==> src/rtl/issue_pair_splitter.sv <==
// issue_pair_splitter
// Dual-issue pairing stage between Decode and the Execute pipeline register.
// Lane A is the older instruction and lane B the younger. If lane B depends on
// lane A (RAW), both write the same register (WAW), or both access memory,
// the pair is split: A issues alone while decode is stalled, B is parked in a
// hold register, and B issues on lane A in the following cycle. Pass-through
// is purely combinational; the Execute register downstream is the pipeline
// register. Issue and split counters are kept for performance analysis.

module issue_pair_splitter #(
  parameter int PW = 160
) (
  input  logic          clk,
  input  logic          reset,
  input  logic          StallE,
  input  logic          FlushD,
  input  logic          ValidDA,
  input  logic          ValidDB,
  input  logic          RegWriteDA,
  input  logic          RegWriteDB,
  input  logic          MemtoRegDA,
  input  logic          MemtoRegDB,
  input  logic          MemWriteDA,
  input  logic          MemWriteDB,
  input  logic [4:0]    WriteRegDA,
  input  logic [4:0]    WriteRegDB,
  input  logic [4:0]    RsAddrDB,
  input  logic [4:0]    RtAddrDB,
  input  logic          UsesRsDB,
  input  logic          UsesRtDB,
  input  logic [PW-1:0] PayloadDA,
  input  logic [PW-1:0] PayloadDB,
  output logic          ValidEA,
  output logic          ValidEB,
  output logic          RegWriteEA,
  output logic          RegWriteEB,
  output logic          MemtoRegEA,
  output logic          MemtoRegEB,
  output logic          MemWriteEA,
  output logic          MemWriteEB,
  output logic [4:0]    WriteRegEA,
  output logic [4:0]    WriteRegEB,
  output logic [PW-1:0] PayloadEA,
  output logic [PW-1:0] PayloadEB,
  output logic          StallDOut,
  output logic [31:0]   IssueCount,
  output logic [31:0]   SplitCount
);

  typedef enum logic {
    PASS  = 1'b0,
    SPLIT = 1'b1
  } state_e;

  // Decoded control bits that travel with an instruction.
  typedef struct packed {
    logic reg_write;
    logic mem_to_reg;
    logic mem_write;
  } ctrl_t;

  state_e         state_q;
  logic           hold_valid_q;
  ctrl_t          hold_ctrl_q;
  logic [4:0]     hold_wreg_q;
  logic [PW-1:0]  hold_payload_q;
  logic [31:0]    issue_count_q;
  logic [31:0]    split_count_q;

  ctrl_t          ctrl_da;
  ctrl_t          ctrl_db;
  ctrl_t          ctrl_a_src;

  logic           raw_hazard;
  logic           waw_hazard;
  logic           mem_hazard;
  logic           conflict;

  logic           issue_a;
  logic           issue_b;
  logic           sel_hold;
  logic           split_stall;
  logic [31:0]    issue_inc;

  assign ctrl_da = '{reg_write: RegWriteDA, mem_to_reg: MemtoRegDA, mem_write: MemWriteDA};
  assign ctrl_db = '{reg_write: RegWriteDB, mem_to_reg: MemtoRegDB, mem_write: MemWriteDB};

  // Intra-pair hazard detection; writes to $0 never create a RAW/WAW hazard.
  always_comb begin
    raw_hazard = RegWriteDA && (WriteRegDA != 5'd0) &&
                 ((UsesRsDB && (RsAddrDB == WriteRegDA)) ||
                  (UsesRtDB && (RtAddrDB == WriteRegDA)));
    waw_hazard = RegWriteDA && RegWriteDB && (WriteRegDA == WriteRegDB) &&
                 (WriteRegDA != 5'd0);
    mem_hazard = (MemtoRegDA || MemWriteDA) && (MemtoRegDB || MemWriteDB);
    conflict   = ValidDA && ValidDB && (raw_hazard || waw_hazard || mem_hazard);
  end

  // Issue decision: which lanes go to Execute this cycle and whether to stall.
  always_comb begin
    // NOTE: every output of a combinational block gets a default first, so no
    // path through the if/else leaves a value unassigned and infers a latch.
    issue_a     = 1'b0;
    issue_b     = 1'b0;
    sel_hold    = 1'b0;
    split_stall = 1'b0;
    if (!reset) begin
      if (state_q == SPLIT) begin
        // Held B leaves on lane A; any new decode pair waits for PASS.
        issue_a  = hold_valid_q;
        sel_hold = 1'b1;
      end else begin
        issue_a     = ValidDA;
        issue_b     = ValidDB && !conflict;
        split_stall = conflict;
      end
      // A flushed cycle issues nothing, including a held B.
      if (FlushD) begin
        issue_a     = 1'b0;
        issue_b     = 1'b0;
        split_stall = 1'b0;
      end
    end
  end

  assign ctrl_a_src = sel_hold ? hold_ctrl_q : ctrl_da;

  // Output lanes: control forced to 0 on an invalid lane, data always driven.
  always_comb begin
    ValidEA    = issue_a;
    RegWriteEA = issue_a && ctrl_a_src.reg_write;
    MemtoRegEA = issue_a && ctrl_a_src.mem_to_reg;
    MemWriteEA = issue_a && ctrl_a_src.mem_write;
    WriteRegEA = sel_hold ? hold_wreg_q : WriteRegDA;
    PayloadEA  = sel_hold ? hold_payload_q : PayloadDA;

    ValidEB    = issue_b;
    RegWriteEB = issue_b && RegWriteDB;
    MemtoRegEB = issue_b && MemtoRegDB;
    MemWriteEB = issue_b && MemWriteDB;
    WriteRegEB = WriteRegDB;
    PayloadEB  = PayloadDB;

    // Flush wins over every stall source; reset releases decode.
    StallDOut  = !reset && !FlushD && (StallE || split_stall);
  end

  assign issue_inc  = {31'd0, issue_a} + {31'd0, issue_b};
  assign IssueCount = issue_count_q;
  assign SplitCount = split_count_q;

  // State, hold register and counters; flush beats stall, stall freezes all.
  always_ff @(posedge clk) begin
    // NOTE: sequential state uses non-blocking assignments so every register
    // samples its inputs from before the edge, independent of statement order.
    if (reset) begin
      state_q        <= PASS;
      hold_valid_q   <= 1'b0;
      // NOTE: the whole hold register, payload included, is cleared on reset
      // so a stale lane-B bundle can never resurface after reset.
      hold_ctrl_q    <= '0;
      hold_wreg_q    <= 5'd0;
      hold_payload_q <= '0;
      issue_count_q  <= 32'd0;
      split_count_q  <= 32'd0;
    end else if (FlushD) begin
      state_q      <= PASS;
      hold_valid_q <= 1'b0;
    end else if (!StallE) begin
      issue_count_q <= issue_count_q + issue_inc;
      case (state_q)
        PASS: begin
          if (conflict) begin
            state_q        <= SPLIT;
            hold_valid_q   <= 1'b1;
            hold_ctrl_q    <= ctrl_db;
            hold_wreg_q    <= WriteRegDB;
            hold_payload_q <= PayloadDB;
            split_count_q  <= split_count_q + 32'd1;
          end
        end
        SPLIT: begin
          state_q      <= PASS;
          hold_valid_q <= 1'b0;
        end
        default: state_q <= PASS;
      endcase
    end
  end

endmodule

==> config.mk <==
export PLATFORM = sky130hd
export DESIGN_NAME = issue_pair_splitter
export DESIGN_NICKNAME = d
export VERILOG_FILES = /design/src/rtl/issue_pair_splitter.sv
export SDC_FILE = /design/constraint.sdc
export NUM_CORES = 1
export LEC_CHECK = 0
export ABC_AREA = 1
export CELL_PAD_IN_SITES_DETAIL_PLACEMENT = 2
export CELL_PAD_IN_SITES_GLOBAL_PLACEMENT = 2
export CORE_AREA = 2 2 298 300
export CTS_CLUSTER_DIAMETER = 80
export CTS_CLUSTER_SIZE = 40
export DETAILED_ROUTE_END_ITERATION = 16
export DIE_AREA = 0 0 300 302
export PLACE_DENSITY = 0.72
export REMOVE_ABC_BUFFERS = 1
export SETUP_SLACK_MARGIN = 0.4
export SYNTH_ARGS = -nofsm -noshare
export SYNTH_HDL_FRONTEND = slang
export SYNTH_SLANG_ARGS = --single-unit
export TNS_END_PERCENT = 100
==> constraint.sdc <==
create_clock -name clk -period 3.4 [get_ports clk]
set_input_delay 0.68 -clock clk [delete_from_list [all_inputs] [get_ports clk]]
set_output_delay 0.68 -clock clk [all_outputs]
set_load 0.1 [all_outputs]
==> results.md <==
- Xor and xnor area share after synthesis: less than 1%
- Adder-cell area share of the yosys netlist: less than 1%
- Clk_lat worst skew: roughly 0.57 ns
- PD cells: just under 400 mW/mm2
- Routability cong.: roughly 0.84
- Top cell type by total area after synthesis: dfxtp_1
- Simple-gate share of the synthesized area: between 30% and 40%
- CTS Sinks: 234
- Antenna violations before repair: 9
- Syn_area_per_cell: 6.03 um2
- Final setup vio count: 0
- Reg clk slew, reported paths: 0.06 ns
- GR Util All Layers: between 10% and 20%
- Pre-CTS setup slack: -0.656 ns
- Post-placement cell count: ~4000
- Register area share after synthesis: roughly a third
- Crit path capture type: output port
- Synth Area in Compound Gates: under 10%
- Post-Route WL: between 80 and 90 mm
- Max-slew headroom: between 40 and 50%
- VDD IR max: approximately 0.33 mV
- Pwr Total: around 9600 uW
- GRT overflow: 0
- Maximum net fanout on the critical path: 3
- Area growth, synth to finish: 78.0%
- Die ar.: 0.0906 mm2
- Starting Density: around 16%
- Pre-antenna DRT Iters: 4
- Most frequent cells in the layout: 660 x nand2_1, 444 x nor2_1, 326 x clkdlybuf4s50_1
- Die Ht: about 300 um
- Final instance area: 0.0245 mm2
- Fill count: 10296
- Largest net degree at the start of global routing: between 60 and 70
- Post-Syn Instances: 2282
- RSZ-0062 raised after global routing: true
- Longest Clk Path Bufs: 3
- Vias per cell: ~4
- Crit path time final: just under 3 ns
- Most common cell after layout, fill and taps aside: nand2_1
- IO Count: approximately 760
- Worst Setup Start Kind: input port
- Mux share of post-synthesis cell area: 0%
- Final hold violations: 0
- Core footprint: about 0.088 mm2
- Drc violations: 0
- Required @ worst endpoint: between 2 and 3 ns
- Clock skew: ~0.016 ns
- Crit path DAT: ~2.2 ns
- Vias in the first global route: around 17000
- Max Cap Viol: 0
- Post-layout util: between 20% and 30%
- Worst min path class: input port to flip-flop
- Max frequency: about 340 MHz
- CTS H-tree depth: 1
- PortBufs: between 700 and 800
- Worst setup margin: about 0.5 ns
- CTS Hold Buffers Added: 0
- Layout cell share with drive strength beyond 1: 22.0%
- Status: complete, no violations
- Syn. warnings: 0
- CTS Root Cell: clkbuf_16
- Worst-margin pin slew: 0.839 ns
- Final nets: 3245
- WL/cell: between 15 and 20 um
- Synth Register Bits: 234
- CTS tree: built
- Yosys cell types: 30
- Number of CTS-inserted buffers: 26
- Post-route antenna net violation count: 0
- Post-detail-place hpwl: roughly 65 mm
- First-pass GRT wire length: between 100 and 150 mm
- Top-area cell type share of the netlist area: between 30% and 40%
- Die width: 300 um
- Crit path kind: input port to output port
- Largest family of logic cells by synthesized area: simple AND/OR/NAND/NOR gates
- Site row count: around 110
- DRT iter0 DRCs: a little over 600
- Fin crit share: between 80% and 90%
- Top post-synthesis cells by area: dfxtp_1 34%, nand2_1 18%, nor2_1 13%
- Placed cell areas: approximately 0.023 mm2
- Mapped Area: about 0.014 mm2
- Non-Filler Instances: around 4000
- Routed via count: 16257
- P_leak: 0.0117 uW
- Fin. max-slew vios: 0
[metrics by stage]
step / hold WS (ns) / TNS (ns)
2_1_floorplan: 0.433 / -1901.54
3_5_place_dp: 0.462 / -13.36
6_report: 0.426 / 0
3_3_place_gp: 0.453 / -10.28
5_1_grt: 0.416 / 0
4_1_cts: 0.472 / 0
[critical path, stage by stage]
cell and delay (ns):
clkdlybuf4s50_1 0.43, o22ai_1 0.12, buf_4 0.16, nand2_4 0.06, nand2_4 0.06, nand4_1 0.12, buf_4 0.17, buf_8 0.13
nor2_4 0.12, buf_12 0.18
[state kept, by name, indices dropped and copies added (netlist names)]
name / cells
hold_payload_q: 160
hold_valid_q: 1
hold_wreg_q: 5
IssueCount: 32
SplitCount: 32
state_q: 1
hold_ctrl_q: 3
[repair_timing]
action,CTS,global route
buffers inserted,7,2
cloned,5,0
pin swaps,18,25
gates resized for setup,198,81
endpoints found under the setup margin,180,84
[synthesized netlist by cell type, drive strengths merged]
cell,instances
nor2,459
nand2,667
o21a,4
o21ai,179
clkbuf,62
a31oi,3
xor2,10
nor3,29
clkinv,2
o21bai,23
dfxtp,234
nor3b,1
inv,298
o211ai,2
fa,1
nor4,5
ha,2
o22ai,1
nand4,40
nand3,26
buf,212
a21oi,22
[cells by family after synthesis]
kind of cell,after synthesis
buf+inv,574
flops,234
xor+xnor,10
fa+ha+maj,3
compound gates,234
simple gates,1227
[path summary, 6_finish.rpt]
path / from / to / slack (ns) / cells after the start
min reg2reg: hold_valid_q$_SDFFE_PN0P_ / hold_valid_q$_SDFFE_PN0P_ / 0.49 / 2
max reg2reg: state_q$_SDFFE_PN0N_ / IssueCount[26]$_SDFFE_PP0P_ / 1.08 / 14
max: MemtoRegDA / MemWriteEB / 0.50 / 10
min: WriteRegDB[0] / hold_wreg_q[0]$_SDFFE_PP0P_ / 0.43 / 3
[per-layer routing]
metal / share of wire, % / vias to the layer above / global-route usage [%] / wire length, um
met1: 41 / 7758 / 20.2 / 32900
met4: 2.6 / 12 / 4.00 / 2100
met5: 0.096 / - / 0 / 77
li1: - / 7951 / - / -
met3: 7.7 / 73 / 5.31 / 6180
met2: 49 / 463 / 29.9 / 39300
[layout make-up]
type / count / area, um2 / area share (%)
antenna: 2 / 5.00 / 0.0204
clock buffer: 30 / 707 / 2.89
clock inverter: 16 / 214 / 0.874
inverter: 300 / 1130 / 4.63
multi-input combinational: 1474 / 6480 / 26.5
sequential: 234 / 4690 / 19.1
tap: 1165 / 1460 / 5.95
timing repair buffer: 852 / 9800 / 40.0
[power by group]
part | switching (uW) | internal, uW | leakage, uW
Clock | 1420 | 1760 | 0.000443
Combinational | 2480 | 1150 | 0.00938
Sequential | 20.0 | 2800 | 0.00189
Total | 3920 | 5710 | 0.0117
(Power assumes the default switching activity.)
